`src/rtl/ascon_ps.sv`:
```
// ascon_ps: Ascon p_S substitution layer, one registered 320-bit state per cycle
module ascon_ps (
    input  logic             clock_i,
    input  logic             reset_i,
    input  logic             en_i,
    input  logic [4:0][63:0] psin_i,
    output logic [4:0][63:0] psout_o,
    output logic             valid_o
);
    logic [63:0] a0, a1, a2, a3, a4;
    logic [63:0] t0, t1, t2, t3, t4;
    logic [63:0] b0, b1, b2, b3, b4;
    logic [4:0][63:0] sub;
    // bitsliced S-box: every column of the state is substituted in parallel
    always_comb begin
        a0 = psin_i[0] ^ psin_i[4];
        a1 = psin_i[1];
        a2 = psin_i[2] ^ psin_i[1];
        a3 = psin_i[3];
        a4 = psin_i[4] ^ psin_i[3];
        t0 = ~a0 & a1;
        t1 = ~a1 & a2;
        t2 = ~a2 & a3;
        t3 = ~a3 & a4;
        t4 = ~a4 & a0;
        b0 = a0 ^ t1;
        b1 = a1 ^ t2;
        b2 = a2 ^ t3;
        b3 = a3 ^ t4;
        b4 = a4 ^ t0;
        sub[0] = b0 ^ b4;
        sub[1] = b1 ^ b0;
        sub[2] = ~b2;
        sub[3] = b3 ^ b2;
        sub[4] = b4;
    end
    // capture result on accepted input; data holds while idle, reset clears everything
    always_ff @(posedge clock_i) begin
        if (reset_i) begin
            psout_o <= '0;
            valid_o <= 1'b0;
        end else begin
            valid_o <= en_i;
            if (en_i) psout_o <= sub;
        end
    end
endmodule

```
`config.mk`:
```
export PLATFORM = sky130hd
export DESIGN_NAME = ascon_ps
export DESIGN_NICKNAME = d
export VERILOG_FILES = /design/src/rtl/ascon_ps.sv
export SDC_FILE = /design/constraint.sdc
export NUM_CORES = 1
export LEC_CHECK = 0
export BUFFER_PORTS_ARGS = -buffer_cell sky130_fd_sc_hd__buf_2
export CAP_MARGIN = 25
export CORE_AREA = 3 3 252 254
export CTS_CLUSTER_DIAMETER = 120
export CTS_CLUSTER_SIZE = 30
export DETAILED_ROUTE_END_ITERATION = 8
export DIE_AREA = 0 0 255 257
export PLACE_DENSITY_LB_ADDON = 0.2
export SYNTH_ARGS = -nofsm -noshare
export SYNTH_HDL_FRONTEND = slang
export SYNTH_SLANG_ARGS = --single-unit
```
`constraint.sdc`:
```
create_clock -name clock_i -period 1.1 [get_ports clock_i]
set_input_delay 0.11 -clock clock_i [delete_from_list [all_inputs] [get_ports clock_i]]
set_output_delay 0.11 -clock clock_i [all_outputs]
set_load 0.02 [all_outputs]
```
* Word level (Yosys, flattened, before mapping)
Index checks and enable logic that the tools add are counted.
Storage, ports and cells: register bits after elaboration 321, input bits 323, output and inout bits 321, word-level logic and storage cells 28
Operators by class: bitwise logic cells 22
Operator list (count):
- $xor A64 B64 Y64 | 11
- $not A64 Y64 | 6
- $and A64 B64 Y64 | 5

* Depth between registers and ports, before layout
Gate-level depths: netlist of the first run.
depth in word-level cells 5, gate-level depth with buffers 7, gate-level depth less buffers 6

* Worst setup path before layout of the first run
Ideal clock, no wire load.
kind input port to flip-flop, start point in psin_i[64] (netlist name), end point reg psout_o[64] (netlist name), setup time 106 ps, arrival 1087 ps, required time 994 ps, setup slack -93 ps, stages 5, path buffers 0, path through inv_1 -> ha_1 -> or3_1 -> a211o_1 -> o311ai_0
On the way: cells in the longest elaborated chain, start to end 5, elaborated cells between the ends (all ways) 8, classes of those cells 8 x bitwise
Ends and longest elaborated chain:
- start: declaration | line 6 | input logic [4:0][63:0] psin_i,
- $xor A64 B64 Y64 | line 18 | a2 = psin_i[2] ^ psin_i[1];
- $not A64 Y64 | line 23 | t2 = ~a2 & a3;
- $and A64 B64 Y64 | line 23
- $xor A64 B64 Y64 | line 27 | b1 = a1 ^ t2;
- $xor A64 B64 Y64 (*) | line 32 | sub[1] = b1 ^ b0;
- end signal: assignment | line 44 | if (en_i) psout_o <= sub;
- end: declaration | line 7 | output logic [4:0][63:0] psout_o,
Mark *: on every way between the ends. The rest lies on a longest branch, timed or not. A chain may end at the register's enable or synchronous reset.

* Worst setup path after layout of the first run
start point reg psout_o[255] (netlist name), end point out psout_o[255] (netlist name)
No word-level cell between the ends.

==> results.py, run 1 <==
metrics = {
    "status": {
        "outcome": "complete, but fails checks",
        "violations": "setup timing",
    },
    "clock_tree": {
        "ctsLongestPathBuffers": 3,
        "clkSlewWorstSetupHoldPaths_ps": 120,
        "htreeDepth": 1,
        "numCtsBuffers": 15,
        "insertion_delay_ps": 550,
        "cts-root-buf": "clkbuf_16",
        "cts_tree": "yes",
        "clock_sink_count": 321,
    },
    "routing": {
        "post_drt_wl_per_cell_um": 17.0,
        "via_count": 22900,
        "drt_iter0_markers": 1057,
        "drtAntennaViolNets": 0,
        "avgViaCountPerCell": 4.99,
        "drc_errors": 0,
        "totalWireLength_um": 78000,
        "drt_pre_antenna_iters": 7,
    },
    "global_route": {
        "grt_max_degree": 66,
        "antenna_found_initial": 41,
        "grt_pass1_vias": 21900,
        "overflow": 0,
        "grt_use_total_pct": 22.5,
        "grt_pass1_wl_um": 119000,
    },
    "logic_synthesis": {
        "synth_top_family_by_area": "compound AO/OA/AOI/OAI gates",
        "synth_fa_ha_area_share_pct": 9.55,
        "synth.area.top_cells": "dfxtp_1 29%, xnor2_1 14%, ha_1 7.3%, a211oi_1 4.4%, inv_1 4.1%",
        "yosysTopAreaCellShare_pct": 29.5,
        "yosysTopAreaCell": "dfxtp_1",
        "async_reset_ff_share_pct": 0,
        "synth_cell_types": 34,
        "synth_area_um2": 21800,
        "synth-compound-area-share_pct": 19.3,
        "synthCells": 2657,
        "postSynthAreaPerCell_um2": 8.20,
        "synth_edf_count": 0,
        "syn_nets": 3108,
        "yosysSeqAreaShare_pct": 29.5,
        "synthXorXnorAreaFrac_pct": 13.9,
        "yosys.area_share.simple_pct": 19.2,
        "ys_seq_elements": 321,
        "synth_mux_area_share_pct": 1.23,
        "synth-main-ff-cell": "dfxtp_1",
        "ys.warnings.count": 0,
    },
    "timing": {
        "drv_slew": 0,
        "min_period_over_period_pct": 113,
        "hold_violations": 0,
        "fin_ws_ps": -145,
        "slew_headroom_pct": 73.3,
        "tightest_slew_ps": 398,
        "finalSetupViolations": 318,
        "final.min_clock_period_ps": 1240,
        "rsz0062_at_grt": "true",
        "finClkSkew_ps": 0,
        "fmax_mhz": 803,
        "setup_tns_ps": -11410,
    },
    "setup_path": {
        "crit_fanout": 2,
        "critPathLaunchType": "flop",
        "end_kind": "output port",
        "path_class": "reg -> out",
        "cp.arrival_ps": 1130,
        "required_ps": 990,
    },
    "placed_design": {
        "place_congestion": 0.885,
        "port_buffers": 643,
        "place_ws_ps": -241,
        "hpwl_um": 59600,
    },
    "layout": {
        "area_growth_pct": 53.4,
        "final_common_cell": "buf_4",
        "layout_common_cells": "472 x buf_4, 336 x xnor2_1, 322 x buf_6, 316 x buf_2, 315 x dfxtp_2",
        "multi_input_area_um2": 14000,
        "drive_gt1_share_pct": 41.5,
        "finalNetCount": 4210,
        "seqCellArea_um2": 6840,
        "fill_cells": 5753,
    },
    "min_path": {
        "holdCritPathClass": "in -> reg",
    },
    "floorplanning": {
        "dieArea_um2": 65500,
        "std_cell_rows": 91,
        "fp.dieW_um": 255,
        "core_um2": 61500,
        "initial_utilization_pct": 35.4,
        "dieHeight_um": 257,
        "pin_count": 644,
    },
    "power": {
        "vdd_ir_drop_max_mv": 0.834,
        "pwr_density_cell_nw_per_um2": 1110,
        "power.leakage_uw": 0.0143,
    },
    "job": {
        "drv_cap": 0,
    },
}
-- state kept, by name, indices dropped and copies added, names as in the netlist --
name and cells:
psout_o 320, valid_o 1
-- logic make-up after synthesis --
logic type / after synthesis
mux: 24
flops: 321
fa+ha+maj: 176
buf+inv: 372
compound gates: 604
xor+xnor: 344
simple gates: 816
-- worst max-delay path: stages, from the launching register on --
cell and delay [ps]:
dfxtp_2 340, buf_6 140, buf_6 120
-- final timing paths --
path                                   from                   endpoint  slack, ps  depth (start not counted)
hold reg to reg   psout_o[283]$_SDFFE_PP0P_  psout_o[283]$_SDFFE_PP0P_        490                          2
setup / recovery  psout_o[255]$_SDFFE_PP0P_               psout_o[255]       -140                          2
hold / removal                   psin_i[70]    psout_o[6]$_SDFFE_PP0P_         30                          5
setup reg to reg   psout_o[90]$_SDFFE_PP0P_   psout_o[90]$_SDFFE_PP0P_        150                          4
-- Yosys cell counts, types with 54 or more instances --
cell type and instances:
xnor2_1 342, o22ai_1 66, a211oi_1 129, dfxtp_1 321
a31oi_1 63, nor2_1 147, nand2_1 209, nand3b_1 62
ha_1 128, inv_1 239, nand3_1 83, buf_2 55
or3_1 63, o21ai_0 156, nor2b_1 82, o32a_1 61
and2_1 61, nand2b_1 66, clkbuf_1 54, o311ai_0 59
-- timing repair --
item / 4_1_cts / 5_1_grt
resized for setup: 967 / 23
hold buffers: 83 / 0
pin swaps: 0 / 9
endpoints found under the setup margin: 321 / 336
endpoints found under the hold margin: 70 / 0
setup buffers: 38 / 34
-- per-layer routing --
layer  GRT usage [%]  vias up  share of wire [%]
met5               0        -               0.20
met4            7.52       26                3.1
met3            6.84      129                7.7
met2            38.3      525                 48
met1            26.9    10600                 41
li1                -    11600                  -
-- through the flow --
stage	hold WS (ps)	util, %	area (um2)	power (uW)	std cells
after global placement	467	47.1	29000	26800	4384
after CTS	0.603	53.7	33000	37200	4529
after floorplan	338	-	21900	21300	2657
after detailed placement	468	47.1	29000	26800	4384
after global routing	18.1	54.3	33400	39300	4576
final	27.5	54.4	33400	37200	4585
-- power by group --
group	switching (uW)	leakage (uW)	internal (uW)
Clock	4380	0.000270	3610
Combinational	7180	0.0112	7960
Sequential	960	0.00276	13100
Total	12500	0.0143	24600
-- cell type report --
| type | count | share of cell area [%] |
|---|---|---|
| inverter | 240 | 2.70 |
| clock buffer | 16 | 1.16 |
| clock inverter | 9 | 0.479 |
| antenna | 28 | 0.210 |
| sequential | 321 | 20.5 |
| tap | 790 | 2.96 |
| multi-input combinational | 1964 | 41.9 |
| timing repair buffer | 1217 | 30.1 |
(Power assumes the default switching activity.)
==> run 2: changes to the inputs <==
==> config.mk (replaced) <==
export PLATFORM = sky130hd
export DESIGN_NAME = ascon_ps
export DESIGN_NICKNAME = d
export VERILOG_FILES = /design/src/rtl/ascon_ps.sv
export SDC_FILE = /design/constraint.sdc
export NUM_CORES = 1
export LEC_CHECK = 0
export CAP_MARGIN = 25
export CORE_AREA = 3 3 247 249
export CTS_CLUSTER_DIAMETER = 120
export CTS_CLUSTER_SIZE = 30
export DETAILED_ROUTE_END_ITERATION = 8
export DIE_AREA = 0 0 250 252
export DONT_BUFFER_PORTS = 1
export PLACE_DENSITY_LB_ADDON = 0.2
export SYNTH_ARGS = -nofsm -noshare
export SYNTH_HDL_FRONTEND = slang
export SYNTH_SLANG_ARGS = --single-unit
==> run 2 against run 1 <==
Against the previous run: the run ends with hold timing, slew limit, setup timing left; wire length decreased by 6.3%; sequential cell count stayed put; worst setup slack got worse by 1000 ps; non-clock buffer count down 688; sequential share of layout area up 3.8 points; cell count fell by 16%; global-route usage is 0.87 points lower; largest cell class unchanged; largest power group is now sequential cells.
==> results.py, run 2 (same netlist as run 1, synthesis figures left out) <==
metrics = {
    "timing": {
        "fmax_mhz": 445,
        "rsz0062_at_grt": "true",
        "setup_tns_ps": -159760,
        "holdWs_ps": -337,
        "fin_ws_ps": -1140,
        "final.min_clock_period_ps": 2240,
        "finClkSkew_ps": 0,
        "slew_headroom_pct": -100,
        "tightest_slew_ps": 3000,
        "hold_violations": 298,
        "drv_slew": 490,
        "min_period_over_period_pct": 204,
        "finalSetupViolations": 526,
    },
    "placed_design": {
        "port_buffers": 0,
        "place_ws_ps": -92.3,
        "hpwl_um": 53700,
        "place_congestion": 0.917,
    },
    "layout": {
        "drive_gt1_share_pct": 30.1,
        "largestRegisters": "psout_o x320, valid_o x1",
        "n_antenna_cell": 0,
        "final_common_cell": "xnor2_1",
        "largest_register": "psout_o",
        "fin_util_pct": 48.1,
        "largest_register_ffs": 320,
        "area_growth_pct": 30.0,
        "finalNetCount": 3522,
        "layout_common_cells": "342 x xnor2_1, 312 x buf_6, 308 x dfxtp_2, 239 x inv_1, 209 x nand2_1",
    },
    "clock_tree": {
        "ctsLongestPathBuffers": 3,
        "numCtsBuffers": 15,
        "clkSlewWorstSetupHoldPaths_ps": 120,
        "cts-root-buf": "clkbuf_16",
        "clock_sink_count": 321,
        "htreeDepth": 1,
        "cts_tree": "yes",
        "insertion_delay_ps": 530,
    },
    "floorplanning": {
        "dieArea_um2": 63000,
        "dieHeight_um": 252,
        "initial_utilization_pct": 37.0,
        "core_um2": 58900,
        "std_cell_rows": 89,
        "fp.dieW_um": 250,
        "pin_count": 644,
    },
    "global_route": {
        "overflow": 0,
        "antenna_found_initial": 1,
        "grt_max_degree": 699,
        "grt_pass1_vias": 19900,
        "grt_use_total_pct": 21.7,
        "grt_pass1_wl_um": 112000,
    },
    "routing": {
        "drt_iter0_markers": 1070,
        "drc_errors": 0,
        "wl_met3_um": 6200,
        "wl_met1_um": 28500,
        "avgViaCountPerCell": 5.34,
        "via_count": 20600,
        "drtAntennaViolNets": 0,
        "drt_pre_antenna_iters": 5,
        "totalWireLength_um": 73100,
        "routed.top_layer": "met5",
        "detailroute.wirelength.met2_um": 36400,
        "post_drt_wl_per_cell_um": 19.0,
    },
    "power": {
        "switching_share_pct": 33.2,
        "power.leakage_uw": 0.0111,
        "vdd_ir_drop_max_mv": 0.904,
        "pwr_density_cell_nw_per_um2": 1170,
        "clockPowerShare_pct": 21.0,
        "p_comb_share_pct": 36.5,
        "power_frac_seq_pct": 42.5,
        "power_uw": 33000,
        "p_int_uw": 22100,
        "p_switching_uw": 10900,
    },
    "setup_path": {
        "cp.arrival_ps": 2610,
        "cpMaxStageDelayCell": "o311ai_0",
        "path_class": "in -> reg",
        "end_kind": "flop",
        "path_buf_inv": 0,
        "required_ps": 1460,
        "crit_family": "compound AO/OA/AOI/OAI gates",
        "crit_chain": "o311ai_0",
        "crit_fanout": 698,
        "slowest_delay_ps": 1060,
        "critPathLaunchType": "input pin",
    },
    "min_path": {
        "holdCritPathClass": "in -> reg",
    },
    "job": {
        "drv_cap": 0,
    },
    "status": {
        "violations": "hold timing, slew limit, setup timing",
        "outcome": "complete, but fails checks",
    },
}
-- run 2: changes by cell type in the layout (fill, tap and decap cells not counted), sizes merged --
cell / delta
buf: -619
dlygate4sd3: -67
diode: -28
bufinv: -4
clkinv: -2
dlymetal6s4s: -2
clkinvlp: +1
-- run 2: cell type report --
type                       count  area [um2]
tap                          773         967
multi-input combinational   1964       13900
clock inverter                 4        51.3
sequential                   321        6860
timing repair buffer         529        5270
fill                        5585       30600
inverter                     240         902
clock buffer                  16         389
-- run 2: path summary, 6_finish.rpt --
| kind | from | end | slack [ps] | cells past startpoint |
|---|---|---|---|---|
| max | en_i | psout_o[90]$_SDFFE_PP0P_ | -1140 | 1 |
| min | reset_i | psout_o[127]$_SDFFE_PP0P_ | -340 | 1 |
| max reg2reg | psout_o[247]$_SDFFE_PP0P_ | psout_o[247]$_SDFFE_PP0P_ | 120 | 4 |
| min reg2reg | psout_o[138]$_SDFFE_PP0P_ | psout_o[138]$_SDFFE_PP0P_ | 500 | 2 |
-- run 2: stage by stage --
step,instance area (um2),instances
floorplan,21900,2657
global placement,25700,3754
detailed placement,25700,3754
CTS,27900,3802
global route,28300,3847
finish,28300,3847
-- run 2: what timing repair did --
action | CTS | global route
setup endpoints to repair | 321 | 315
endpoints found under the hold margin | 320 | 320
setup buffers | 29 | 33
pin swaps | 0 | 0
cloned | 0 | 0
resized for setup | 643 | 5
-- run 2: power groups by stage --
stage | Combinational (uW) | Clock, uW | Sequential [uW]
after floorplan | 6220 | 0 | 15100
after global placement | 10700 | 0 | 13800
after detailed placement | 10900 | 0 | 13800
after CTS | 11800 | 7240 | 14000
after global routing | 13000 | 7570 | 14200
final | 12000 | 6940 | 14000
-- run 2: layer usage --
layer,vias to the layer above,GRT usage (%)
li1,10100,-
met3,101,7.39
met2,544,39.2
met4,2,5.67
met1,9767,24.3
met5,-,0
